===== config.mk =====
export PLATFORM = sky130hd
export DESIGN_NAME = alu_muldiv
export DESIGN_NICKNAME = d
export VERILOG_FILES = /design/src/rtl/alu_muldiv.sv
export SDC_FILE = /design/constraint.sdc
export NUM_CORES = 1
export LEC_CHECK = 0
export CORE_MARGIN = 1.5
export CORE_UTILIZATION = 45
export CTS_CLUSTER_SIZE = 10
export DETAILED_ROUTE_END_ITERATION = 8
export DONT_BUFFER_PORTS = 1
export PLACE_DENSITY = 0.61
export SYNTH_ARGS = -nofsm -noshare
export SYNTH_HDL_FRONTEND = slang
export SYNTH_SLANG_ARGS = --single-unit

===== constraint.sdc =====
create_clock -name clk -period 3.71 [get_ports clk]
set_input_delay 0.5565 -clock clk [delete_from_list [all_inputs] [get_ports clk]]
set_output_delay 0.5565 -clock clk [all_outputs]
set_load 0.01 [all_outputs]

===== src/rtl/alu_muldiv.sv =====
// alu_muldiv: iterative MULT/MULTU/DIV/DIVU unit holding results in HI/LO registers.
// Define ALU_MULDIV_EARLY_TERM_EN to end multiplies once the remaining multiplier bits are zero.
module alu_muldiv #(
  parameter int WIDTH = 32
) (
  input  logic             clk,
  input  logic             reset_n,
  input  logic             start,
  input  logic [1:0]       op,
  input  logic [WIDTH-1:0] a,
  input  logic [WIDTH-1:0] b,
  input  logic             kill,
  output logic             busy,
  output logic             done,
  output logic [WIDTH-1:0] hi,
  output logic [WIDTH-1:0] lo
);
  localparam int CW = $clog2(WIDTH);
  typedef enum logic [1:0] {IDLE, CALC, FIX} state_t;
  state_t st;
  logic [CW-1:0] cnt;
  logic is_div, neg, rneg, a_neg, b_neg, early, last;
  logic [2*WIDTH-1:0] prod, mcand, prod_nx, pfix;
  logic [WIDTH-1:0] mr, dvs, rem, quo, amag, bmag;
  logic [WIDTH:0] r_sh, diff;
  assign a_neg = ~op[0] & a[WIDTH-1];
  assign b_neg = ~op[0] & b[WIDTH-1];
  assign amag = a_neg ? -a : a;
  assign bmag = b_neg ? -b : b;
  assign prod_nx = prod + (mr[0] ? mcand : '0);
  // partial remainder is always below twice the divisor, so bit WIDTH of diff is the borrow
  assign r_sh = {rem, quo[WIDTH-1]};
  assign diff = r_sh - {1'b0, dvs};
`ifdef ALU_MULDIV_EARLY_TERM_EN
  assign early = ~is_div & ~|mr[WIDTH-1:1];
`else
  assign early = 1'b0;
`endif
  assign last = early | (cnt == CW'(WIDTH - 1));
  assign pfix = neg ? -prod : prod;
  assign busy = st != IDLE;
  always_ff @(posedge clk or negedge reset_n) begin
    if (!reset_n) begin
      st     <= IDLE;
      cnt    <= '0;
      is_div <= 1'b0;
      neg    <= 1'b0;
      rneg   <= 1'b0;
      prod   <= '0;
      mcand  <= '0;
      mr     <= '0;
      dvs    <= '0;
      rem    <= '0;
      quo    <= '0;
      done   <= 1'b0;
      hi     <= '0;
      lo     <= '0;
    end else begin
      done <= 1'b0;
      case (st)
        IDLE: if (start && !kill) begin
          is_div <= op[1];
          cnt    <= '0;
          prod   <= '0;
          mcand  <= {{WIDTH{1'b0}}, amag};
          mr     <= bmag;
          dvs    <= bmag;
          // divide by zero skips iteration: hi gets the raw dividend, lo all ones
          if (op[1] && b == '0) begin
            rem  <= a;
            quo  <= '1;
            neg  <= 1'b0;
            rneg <= 1'b0;
            st   <= FIX;
          end else begin
            rem  <= '0;
            quo  <= amag;
            neg  <= a_neg ^ b_neg;
            rneg <= a_neg;
            st   <= CALC;
          end
        end
        CALC: if (kill) st <= IDLE;
        else begin
          cnt <= cnt + CW'(1);
          if (is_div) begin
            rem <= diff[WIDTH] ? r_sh[WIDTH-1:0] : diff[WIDTH-1:0];
            quo <= {quo[WIDTH-2:0], ~diff[WIDTH]};
          end else begin
            prod  <= prod_nx;
            mcand <= mcand << 1;
            mr    <= mr >> 1;
          end
          st <= last ? FIX : CALC;
        end
        FIX: begin
          if (!kill) begin
            hi   <= is_div ? (rneg ? -rem : rem) : pfix[2*WIDTH-1:WIDTH];
            lo   <= is_div ? (neg ? -quo : quo) : pfix[WIDTH-1:0];
            done <= 1'b1;
          end
          st <= IDLE;
        end
        default: st <= IDLE;
      endcase
    end
  end
endmodule


[Yosys cells after proc, flatten, opt, wreduce, memory -nomap -nowiden]
Index checks and enable logic that the tools add are counted.
Word-level totals
  bits of input ports: 70
  register bits: 331
  logic and storage cells: 90
Cells by class
  equal/unequal tests: 7
  mux-type cells: 43
  add/subtract/negate cells: 8
  bitwise logic cells: 6
  reduce and logical (&&, ||, !) cells: 12
Operators by type and width (number)
  32-bit two-way mux: 18
  64-bit two-way mux: 8
  64-bit case mux with 2 select lines: 2
  32-bit case mux with 2 select lines: 3
  32-bit negator: 4
  64-bit adder: 1
  64-bit negator: 1
  33-bit by 32-bit subtractor with 33-bit output: 1
  32-bit logical NOT: 1
  5-bit two-way mux: 2
  5-bit case mux with 2 select lines: 1
  2-bit two-way mux: 4
  2-bit inequality test, second input constant: 4
  4-bit AND reduction: 2
  5-bit by 1-bit adder with 5-bit output, second input constant: 1
  5-bit == test, second input constant: 1
  1-bit two-way mux: 4
  2-bit case mux with 2 select lines: 1
  2-bit AND reduction: 2
  2-bit nonzero test: 2
  1-bit NOT: 3
  3-bit AND reduction: 1
  1-bit bitwise AND: 2
  2-bit by 1-bit == test with 1-bit output, second input constant: 1
  5 further kinds: 6

[Depth between registers and ports, before layout]
  depth after elaboration: 6
  mapped depth: 16
  depth with buffers taken out: 14

[Worst setup path after synthesis]
OpenSTA, ideal clock, no wires.
  kind: register to register
  start: register mr[0]
  end: register prod[60]
  setup slack: 0.000 ns
  path buffers: 2
  data arrival time: 3.577 ns
  period minus slack after synthesis: 3.710 ns
  setup time: 0.133 ns
  stages on the path, launching flop included: 17
  cell sequence: dfrtp_1 clkbuf_1 clkbuf_1 and2_1 ha_1 inv_1 fa_1 nor2b_1 o31a_1 o21ai_0 o21ai_0 a31oi_1 o41ai_1 a21oi_1 o41ai_1 xnor2_1 o21ai_0
Between the ends
  word-level cells in the longest chain between the ends: 5
Ends and longest elaborated chain
  start, declared: RTL line 24  | logic [WIDTH-1:0] mr, dvs, rem, quo, amag, bmag;
  start signal, assigned: RTL line 66  | mr <= bmag;
  start signal, assigned: RTL line 92  | mr <= mr >> 1;
  64-bit two-way mux: RTL line 30  | assign prod_nx = prod + (mr[0] ? mcand : '0);
  64-bit adder: RTL line 30
  64-bit two-way mux: RTL line 86  | if (is_div) begin
  64-bit two-way mux: RTL line 83  | CALC: if (kill) st <= IDLE;
  64-bit case mux with 2 select lines: RTL line 60  | case (st)
  end signal, assigned: RTL line 90  | prod <= prod_nx;
  end, declared: RTL line 23  | logic [2*WIDTH-1:0] prod, mcand, prod_nx, pfix;
Every way passes these cells. The select of a mux whose other input is x is not followed.
A chain may end at the register's enable or synchronous reset.

[Final worst setup path]
  start: register prod[11]
  end: register hi[31]
Between the ends
  word-level cells in the longest chain between the ends: 3
Ends and longest elaborated chain
  64-bit negator: RTL line 40  | assign pfix = neg ? -prod : prod;
  64-bit two-way mux: RTL line 40
  32-bit two-way mux: RTL line 98  | hi <= is_div ? (rneg ? -rem : rem) : pfix[2*WIDTH-1:WIDTH];
  end signal, assigned: RTL line 98
  end, declared: RTL line 15  | output logic [WIDTH-1:0] hi,
Every way passes these cells.

==> metrics.yaml <==
synthesis.area_um2: 23590
final_core_util_pct: 52.23
start_util_pct: 45.79
r2r_slack_ns: 0.11
grt-ovfl-total: 0
die_w_um: 231.9
switchingPower_mw: 6.472
power.share.sequential_pct: 30.6
r2r-start: "prod[11]"
vdd_drop_max_mv: 0.3420
post-synth-top-area-fraction_pct: 35.12
synthFlopType: "dfrtp_1"
fin_crit_sh_pct: 97.01
intPower_mw: 9.570
post-dp-hpwl_um: 56010
status: "finished, violations left"
port_buffers: 0
syn2layout_area_growth_pct: 14.05
power_density_nw_per_um2: 596.3
synth_nets: 3090
clock_skew_ns: 0.01572
cts_buffer_depth: 3
synth_edf_count: 0
coreArea_um2: 51510
startpoint_type: "flop"
whs_ns: -0.3232
post_drt_via_cell_ratio: 5.882
synth_warnings: 0
cts_tree: "done"
pwr-share-clk_pct: 23.5
routed_wl_um: 75740
die-area_um2: 53800
layout_common_cells: "435 x nand2_1, 400 x o21ai_0, 327 x dfrtp_1, 196 x a21oi_1, 188 x buf_4"
slew_headroom_pct: 39.45
synth.yosys.seq_area_share_pct: 35.12
dr.pass1.iters: 5
wl_per_cell_um: 20.61
r2r_cells: 10
r2r-end: "hi[31]"
antenna_found_initial: 1
io_pins: 136
rsz0062_at_grt: "yes"
fin_nets: 3149
hp-class: "primary input to async pin"
hold_viol_final: 331
syn_avg_cell_area_um2: 8.089
drive_gt1_share_pct: 11.72
netlist_top_cells_area: "dfrtp_1 35%, o21ai_0 8.8%, nand2_1 6.9%, xnor2_1 5.5%, ha_1 5.4%"
gp_congestion: 0.9430
grt_max_degree: 332
min_period_ns: 3.599
grt_pass1_vias: 21020
cts_buffers: 41
final_common_cell: "nand2_1"
cts-root-buf: "clkbuf_16"
cp.arrival_ns: 4.02
violations: "hold timing"
insertion_delay_ns: 0.57
slew_viol_final: 0
yosysTopAreaCell: "dfrtp_1"
worst_pin_slew_ns: 0.9083
async_flop_share_pct: 100.0
fmax_ghz: 0.2778
drc: 0
syn_inst: 2916
insertedDiodeCount: 0
crit_type: "flop to flop"
synth-seq-cells: 331
vias: 21620
worstPathRequired_ns: 4.13
comb_power_share_pct: 45.9
leakage_nw: 12.07
clock-sinks: 331
crit_path_end_kind: "flop"
drv_cap: 0
die_h_um: 231.9
clkTransAtPathRegs_ns: 0.06
grt_pass1_wl_um: 119200
ant_nets: 0
p_sw_share_pct: 40.34
rows: 83
cts_max_level: 2
critPathMaxFanout: 6
synth_cell_types: 67
drt_iter0_drc: 1675
finalSetupViolCount: 0
grt.total_usage_pct: 28.08
synth_stat cells (all sizes together), types with 11 or more instances:
cell type,number
nand2,436
o21ai,418
dfrtp,331
a21oi,201
nor2,182
clkbuf,163
xnor2,147
xor2,111
ha,102
inv,74
and2,71
a21o,59
o31ai,52
nor3,42
a22o,39
or3,37
o41ai,31
nand3,30
nand4,30
mux2i,26
or4,24
a221oi,23
nor4,23
o21a,22
mux2,21
buf,20
nand2b,20
o22ai,20
a31oi,19
nor2b,18
o21bai,17
and3,16
a211oi,14
or2,11
registers in the layout, indices dropped and copies added, names as in the netlist:
register,count
mcand,64
done,1
st,2
is_div,1
lo,32
hi,32
dvs,32
prod,64
rneg,1
mr,32
cnt,5
neg,1
quo,32
rem,32
layout make-up:
type,count,area [µm²]
Tap cell,680,850.8
Timing Repair Buffer,199,1628
Multi-Input combinational cell,2328,14660
Inverter,74,277.8
Clock buffer,59,1176
Fill cell,4932,24610
Clock inverter,4,23.77
Sequential cell,331,8290
layer usage:
metal | global-route usage (%) | part of all wire, %
met5 | 0 | 0
met4 | 10.75 | 3.6
met3 | 4.556 | 5.4
met2 | 44.30 | 46
met1 | 38.53 | 45
worst max path at each step:
stage | startpoint | end | slack (ns) | depth (start not counted)
after floorplan | mr[0] | prod[62] | 0.06 | 15
after global placement | mr[0] | prod[56] | -0.08 | 18
after detailed placement | prod[19] | hi[26] | -0.13 | 12
after CTS | prod[19] | hi[30] | 0.007 | 12
after global routing | mr[0] | prod[53] | -0.04 | 17
final | prod[11] | hi[31] | 0.11 | 10
metrics by stage:
step,TNS [ns],setup WS [ns],std cells,area [µm²],power [mW]
final,0,0.1109,3675,26900,16.04
after global placement,-0.1801,-0.08150,3604,25320,11.82
after detailed placement,-0.2781,-0.1325,3604,25320,11.93
after global routing,-0.2333,-0.04395,3675,26900,17.06
after floorplan,0,0.06212,2916,23600,9.597
after CTS,0,0.007467,3667,26550,15.78
what timing repair did:
item | in CTS | in global routing
setup endpoints to repair | 10 | 53
gates cloned | 0 | 2
pin swaps | 1 | 8
hold endpoints to repair | 331 | 331
setup buffers | 0 | 6
resized for setup | 9 | 57
kinds of logic (layout without fill, tap and decap cells):
kind of cell,count (synthesis),count (layout),share of synthesized area (%)
xor gates and xnor gates,258,258,9.580
AOI/OAI and AO/OA,967,967,24.78
and+or+nand+nor,951,951,18.60
muxes,48,48,2.201
buffers and inverters,257,336,4.137
adders and majority gates,104,104,5.580
DFF,331,331,35.12
power groups by stage:
stage	registers (mW)	clock network, mW	logic (mW)
after floorplan	4.71	0	4.88
after global placement	4.92	0	6.90
after detailed placement	4.94	0	7.00
after CTS	4.88	3.85	7.05
after global routing	4.99	3.98	8.08
final	4.91	3.77	7.36
critical path, stage by stage (launching register included):
cell and delay [ns]:
dfrtp_2 0.46, or3_4 0.36, or3_4 0.36, or4_4 0.58, or4_4 0.57, or3_4 0.44, o31ai_4 0.24, xnor2_1 0.14
nor2_1 0.05, a21oi_1 0.15, o21ai_1 0.08
Power figures use the tool's default switching activity.
